### config.mk
export PLATFORM = sky130hd
export DESIGN_NAME = itype_seq_ctrl
export DESIGN_NICKNAME = d
export VERILOG_FILES = /design/src/rtl/itype_ctrl_pkg.sv /design/src/rtl/itype_decode.sv /design/src/rtl/itype_seq_ctrl.sv
export SDC_FILE = /design/constraint.sdc
export NUM_CORES = 1
export LEC_CHECK = 0
export CAP_MARGIN = 25
export CORE_ASPECT_RATIO = 1.4
export CORE_MARGIN = 1
export CORE_UTILIZATION = 40
export CTS_BUF_LIST = sky130_fd_sc_hd__clkbuf_16
export CTS_CLUSTER_SIZE = 20
export DETAILED_ROUTE_END_ITERATION = 8
export GPL_ROUTABILITY_DRIVEN = 0
export MAX_ROUTING_LAYER = met4
export PLACE_DENSITY_LB_ADDON = 0.25
export SLEW_MARGIN = 25
export SYNTH_ARGS = -nofsm -noshare
export SYNTH_HDL_FRONTEND = slang
export SYNTH_SLANG_ARGS = --single-unit
### constraint.sdc
create_clock -name clk -period 2.2 [get_ports clk]
set_input_delay 0.44 -clock clk [delete_from_list [all_inputs] [get_ports clk]]
set_output_delay 0.44 -clock clk [all_outputs]
set_load 0.005 [all_outputs]
### src/rtl/itype_ctrl_pkg.sv
// Shared constants for the I-type sequencing controller: opcodes, ALU functions
// and the 3-bit FSM state encoding.
package itype_ctrl_pkg;

    localparam logic [5:0] OP_ADDI = 6'h08;
    localparam logic [5:0] OP_SLTI = 6'h0A;
    localparam logic [5:0] OP_ANDI = 6'h0C;
    localparam logic [5:0] OP_ORI  = 6'h0D;
    localparam logic [5:0] OP_BEQ  = 6'h04;
    localparam logic [5:0] OP_LW   = 6'h23;
    localparam logic [5:0] OP_SW   = 6'h2B;

    localparam logic [2:0] ALU_ADD = 3'b000;
    localparam logic [2:0] ALU_SUB = 3'b001;
    localparam logic [2:0] ALU_AND = 3'b010;
    localparam logic [2:0] ALU_OR  = 3'b011;
    localparam logic [2:0] ALU_SLT = 3'b100;

    typedef logic [2:0] state_t;

    localparam state_t ST_IDLE   = 3'd0;
    localparam state_t ST_DECODE = 3'd1;
    localparam state_t ST_EXEC   = 3'd2;
    localparam state_t ST_MEM    = 3'd3;
    localparam state_t ST_WB     = 3'd4;

endpackage

### src/rtl/itype_decode.sv
// Combinational opcode classifier feeding the sequencing FSM with the static
// datapath controls for each supported I-type instruction.
module itype_decode
    import itype_ctrl_pkg::*;
(
    input  logic [5:0] opcode_i,
    output logic       supported_o,
    output logic       ext_zero_o,
    output logic       alu_src_imm_o,
    output logic [2:0] alu_op_o,
    output logic       is_load_o,
    output logic       is_store_o,
    output logic       is_branch_o
);

    always_comb begin
        supported_o   = 1'b1;
        ext_zero_o    = 1'b0;
        alu_src_imm_o = 1'b1;
        alu_op_o      = ALU_ADD;
        is_load_o     = 1'b0;
        is_store_o    = 1'b0;
        is_branch_o   = 1'b0;
        case (opcode_i)
            OP_ADDI: alu_op_o = ALU_ADD;
            OP_SLTI: alu_op_o = ALU_SLT;
            OP_ANDI: begin
                alu_op_o   = ALU_AND;
                ext_zero_o = 1'b1;
            end
            OP_ORI: begin
                alu_op_o   = ALU_OR;
                ext_zero_o = 1'b1;
            end
            // beq compares two registers, so operand B stays on rt
            OP_BEQ: begin
                alu_op_o      = ALU_SUB;
                alu_src_imm_o = 1'b0;
                is_branch_o   = 1'b1;
            end
            OP_LW: is_load_o  = 1'b1;
            OP_SW: is_store_o = 1'b1;
            default: begin
                supported_o   = 1'b0;
                alu_src_imm_o = 1'b0;
            end
        endcase
    end

endmodule

### src/rtl/itype_seq_ctrl.sv
// Multi-cycle IDLE/DECODE/EXEC/MEM/WB controller for the I-type immediate
// datapath, with a memory wait-state timeout and a retired-instruction counter.
module itype_seq_ctrl
    import itype_ctrl_pkg::*;
#(
    parameter int MEM_TIMEOUT = 8,
    parameter int CNT_W       = 16
) (
    input  logic             clk,
    input  logic             reset,
    input  logic             instr_valid,
    output logic             instr_ready,
    input  logic [5:0]       opcode,
    input  logic             alu_zero,
    input  logic             mem_ready,
    output logic             ext_zero,
    output logic             alu_src_imm,
    output logic [2:0]       alu_op,
    output logic             mem_read,
    output logic             mem_write,
    output logic             reg_write,
    output logic             mem_to_reg,
    output logic             pc_write,
    output logic             pc_branch,
    output logic             illegal,
    output logic             mem_err,
    output logic [CNT_W-1:0] retired
);

    localparam int TW = (MEM_TIMEOUT < 2) ? 1 : $clog2(MEM_TIMEOUT + 1);
    localparam logic [TW-1:0] TMO_LAST = TW'(MEM_TIMEOUT - 1);

    state_t           state_q, state_d;
    logic [5:0]       op_q, op_d;
    logic [TW-1:0]    cnt_q, cnt_d;
    logic [CNT_W-1:0] ret_q, ret_d;

    logic       dec_supported, dec_ext_zero, dec_alu_src_imm;
    logic [2:0] dec_alu_op;
    logic       dec_is_load, dec_is_store, dec_is_branch;

    itype_decode u_decode (
        .opcode_i      (op_q),
        .supported_o   (dec_supported),
        .ext_zero_o    (dec_ext_zero),
        .alu_src_imm_o (dec_alu_src_imm),
        .alu_op_o      (dec_alu_op),
        .is_load_o     (dec_is_load),
        .is_store_o    (dec_is_store),
        .is_branch_o   (dec_is_branch)
    );

    always_comb begin
        state_d     = state_q;
        op_d        = op_q;
        cnt_d       = cnt_q;
        ret_d       = ret_q;
        instr_ready = 1'b0;
        ext_zero    = 1'b0;
        alu_src_imm = 1'b0;
        alu_op      = ALU_ADD;
        mem_read    = 1'b0;
        mem_write   = 1'b0;
        reg_write   = 1'b0;
        mem_to_reg  = 1'b0;
        pc_write    = 1'b0;
        pc_branch   = 1'b0;
        illegal     = 1'b0;
        mem_err     = 1'b0;
        case (state_q)
            ST_IDLE: begin
                instr_ready = 1'b1;
                if (instr_valid) begin
                    op_d    = opcode;
                    state_d = ST_DECODE;
                end
            end
            ST_DECODE: begin
                if (dec_supported) begin
                    state_d = ST_EXEC;
                end else begin
                    illegal = 1'b1;
                    state_d = ST_IDLE;
                end
            end
            ST_EXEC: begin
                ext_zero    = dec_ext_zero;
                alu_src_imm = dec_alu_src_imm;
                alu_op      = dec_alu_op;
                if (dec_is_branch) begin
                    pc_write  = 1'b1;
                    pc_branch = alu_zero;
                    ret_d     = ret_q + 1'b1;
                    state_d   = ST_IDLE;
                end else if (dec_is_load || dec_is_store) begin
                    state_d = ST_MEM;
                end else begin
                    state_d = ST_WB;
                end
            end
            // mem_ready wins over the timeout when both land on the same cycle
            ST_MEM: begin
                ext_zero    = dec_ext_zero;
                alu_src_imm = dec_alu_src_imm;
                alu_op      = dec_alu_op;
                mem_read    = dec_is_load;
                mem_write   = dec_is_store;
                if (mem_ready) begin
                    cnt_d = '0;
                    if (dec_is_load) begin
                        state_d = ST_WB;
                    end else begin
                        pc_write = 1'b1;
                        ret_d    = ret_q + 1'b1;
                        state_d  = ST_IDLE;
                    end
                end else if (cnt_q == TMO_LAST) begin
                    mem_err = 1'b1;
                    cnt_d   = '0;
                    state_d = ST_IDLE;
                end else begin
                    cnt_d = cnt_q + 1'b1;
                end
            end
            ST_WB: begin
                reg_write  = 1'b1;
                pc_write   = 1'b1;
                mem_to_reg = dec_is_load;
                ret_d      = ret_q + 1'b1;
                state_d    = ST_IDLE;
            end
            default: state_d = ST_IDLE;
        endcase
    end

    always_ff @(posedge clk) begin
        if (reset) begin
            state_q <= ST_IDLE;
            op_q    <= '0;
            cnt_q   <= '0;
            ret_q   <= '0;
        end else begin
            state_q <= state_d;
            op_q    <= op_d;
            cnt_q   <= cnt_d;
            ret_q   <= ret_d;
        end
    end

    assign retired = ret_q;

endmodule

==> flow_summary.ini <==
[timing]
drv_slew = 0
post-route-period-util_pct = 98.8
setup_violations = 0
fmax_ghz = 0.460
finalSetupTns_ns = 0
tightestPinTransition_ns = 0.428
period_needed_ns = 2.17
hold_viol = 0
finClkSkew_ns = 0.00298
timing.slew.headroom_pct = 71.5
grt_setup_unrepaired = true

[yosys]
ys_seq_area_share_pct = 36.4
synth.avg_cell_area_sq_um = 8.72
synth_edf_count = 0
synth_warnings = 0
syn_inst = 183
synth-main-ff-cell = dfxtp_1
netlist_area_sq_um = 1600
async_reset_ff_share_pct = 0
yosysUniqueCellTypes = 42
syn_nets = 196
ys_ff_latch = 29

[critical_path]
cp_cell_sequence = nor4_4, and4_1, clkdlybuf4s50_1
critPathTopFamily = simple AND/OR/NAND/NOR gates
cp_max_fo = 6
path_class = flip-flop to output pin
startpoint_type = flip-flop
crit_required_ns = 1.76
crit_arrival_ns = 1.73
cp_slowest_cell = clkdlybuf4s50_1
cp-end-kind = output pin
crit_buf_inv = 1
r2r_slack_ns = 0.18
cp_slowest_stage_delay_ns = 0.51

[finish]
seq_area_sq_um = 601
final_util_pct = 64.0
multi_input_area_sq_um = 1010
layout-drive-gt1-share_pct = 22.4
antenna_cells = 0
fillers = 320
synthToLayoutAreaGrowth_pct = 50.1
nets = 249

[global_route]
grt_overflow = 0
antenna_found_initial = 0
grt_max_degree = 30
grt_pass1_vias = 1461
grt_use_total_pct = 20.5
grt_first_pass_wirelength_um = 6690

[floorplanning]
core_area_sq_um = 3740
fp.dieW_um = 55.4
ios = 41
die_h_um = 76.8
start_util_pct = 42.7
design.die.area_sq_um = 4250
rows = 26

[worst_hold_path]
min-delay-path-class = flip-flop to flip-flop

[power]
power.switching_mw = 0.310
combPwrFrac_pct = 7.1
p_per_area_nw_per_um2 = 646
p_int_mw = 1.24
leakagePower_nw = 0.905
p_seq_share_pct = 35.7
max-vdd-ir-drop_v = 0.000728
clockPowerShare_pct = 57.2
swShare_pct = 20.0

[drt]
drc = 0
postRouteAntennaNets = 0
drtIter0Drc = 48
routed_via_density = 5.43
num_vias = 1514
routed_wl_um = 3950
drtPass1Iterations = 4
routedWlPerCell_um = 14.2

[cts]
ctsHoldBuffers = 0
path_clk_slew_ns = 0.05
root_buffer = clkbuf_16
clock_path_buffers = 2
cts_tree = done
clock-sinks = 29
cts_buffers = 5
htreeDepth = 2
clk_latency_ns = 0.28

[placement]
io_buffers = 40
dp_hpwl_um = 2510

[status]
status = completed

[flow_run]
maxCapViolCount = 0
-- layout make-up --
| cell class | count | share of cell area [%] |
|---|---|---|
| clock buffer | 5 | 5.22 |
| clock inverter | 3 | 2.72 |
| inverter | 6 | 0.940 |
| multi-input combinational | 138 | 42.1 |
| sequential | 29 | 25.1 |
| tap | 42 | 2.19 |
| timing repair buffer | 56 | 21.7 |
-- worst paths after layout --
| path | end | cells after the start | startpoint |
|---|---|---|---|
| min reg2reg | cnt_q[3] | 2 | cnt_q[3] |
| max | pc_branch | 3 | op_q[0] |
| max reg2reg | retired[15] | 8 | state_q[1] |
| min | cnt_q[3] | 2 | cnt_q[3] |
-- synthesized netlist by cell type (2+ instances only) --
cell type,n,area (sq um)
nand4_1,5,31.3
clkbuf_1,4,15.0
nand2b_1,3,18.8
nor3_1,6,30.0
nor3b_1,2,15.0
nor3b_2,2,25.0
xnor2_1,11,96.3
a21boi_1,2,15.0
o21ai_0,5,25.0
mux2i_1,7,70.1
inv_1,6,22.5
nand3_1,8,40.0
nor2_1,26,97.6
nand3b_1,3,22.5
nor2b_1,2,12.5
dfxtp_1,29,581
and4_1,2,17.5
buf_2,4,20.0
ha_1,2,25.0
a31o_1,3,26.3
and3_1,5,31.3
a21oi_1,13,65.1
nand2_1,8,30.0
a211oi_2,6,75.1
and2_1,2,12.5
-- state kept, by name, summed over array words and instances (netlist names) --
register	cells
state_q	3
op_q	6
cnt_q	4
retired	16
-- worst register-to-register path, cell delays in order (launching register included) --
cell     delay (ns)
dfxtp_2        0.42
nor3b_4        0.27
buf_4          0.16
a31oi_2        0.11
buf_4          0.15
buf_4          0.18
a21oi_2        0.35
a31o_1         0.20
a21oi_1        0.06
-- metal layers --
metal	vias to the layer above	GRT usage, %	share of wire, %
li1	759	-	-
met1	697	21.0	40
met2	45	35.2	52
met3	13	6.24	5.3
met4	0	9.75	3.1
met5	-	-	0
-- cells by family (layout without fill, tap and decap cells) --
kind of cell	count (synthesis)	in the layout	synth area share (%)
XOR/XNOR	11	11	6.03
AO/OA/AOI/OAI	35	35	16.9
flip-flops	29	29	36.4
AND/OR/NAND/NOR	83	83	29.9
adder cells (fa/ha/maj)	2	2	1.57
buffers and inverters	16	70	4.78
multiplexers	7	7	4.39
-- per-stage QoR --
| stage | power [mW] | cells | worst slack, ns | hold WS, ns | cell area [sq um] |
|---|---|---|---|---|---|
| after floorplan | 0.613 | 183 | 0.536 | 0.453 | 1600 |
| after global placement | 0.652 | 264 | 0.0487 | 0.466 | 2060 |
| after detailed placement | 0.654 | 264 | 0.0282 | 0.472 | 2060 |
| after CTS | 1.56 | 276 | -0.0131 | 0.483 | 2350 |
| after global routing | 1.60 | 279 | -0.0206 | 0.534 | 2400 |
| final | 1.55 | 279 | 0.0255 | 0.483 | 2400 |
-- power by group through the flow --
stage / Clock [mW] / Combinational, mW / Sequential (mW)
finish: 0.886 / 0.109 / 0.553
global route: 0.926 / 0.118 / 0.554
CTS: 0.900 / 0.107 / 0.553
detailed placement: 0 / 0.0889 / 0.565
global placement: 0 / 0.0875 / 0.564
floorplan: 0 / 0.0568 / 0.556
-- repair_timing --
item / in CTS / in global routing
pin swaps: 4 / 1
setup endpoints to repair: 10 / 5
setup buffers: 4 / 3
resized for setup: 27 / 6
gates cloned: 0 / 0
-- cells in the final DEF, fill, tap and decap left out, types with 2 or more instances in the layout --
cell / instances
bufinv_16: 2
clkdlybuf4s50_1: 34
ha_1: 2
mux2i_1: 7
nand2_1: 8
nor4_4: 2
dlygate4sd2_1: 4
and3_1: 5
dfxtp_1: 21
inv_1: 6
buf_4: 16
nor2_1: 24
dfxtp_2: 4
dlymetal6s2s_1: 2
clkbuf_16: 5
nor3_1: 6
nor2b_2: 2
nor3b_1: 2
dfxtp_4: 4
o21ai_0: 3
nand3b_1: 3
xnor2_1: 11
nand3_1: 8
nand4_1: 5
nand2b_1: 3
and4_1: 2
o21ai_1: 2
a211oi_2: 6
a31o_1: 3
a21oi_1: 13
and2_1: 2
Note: power is estimated with default switching activity, not from simulation.
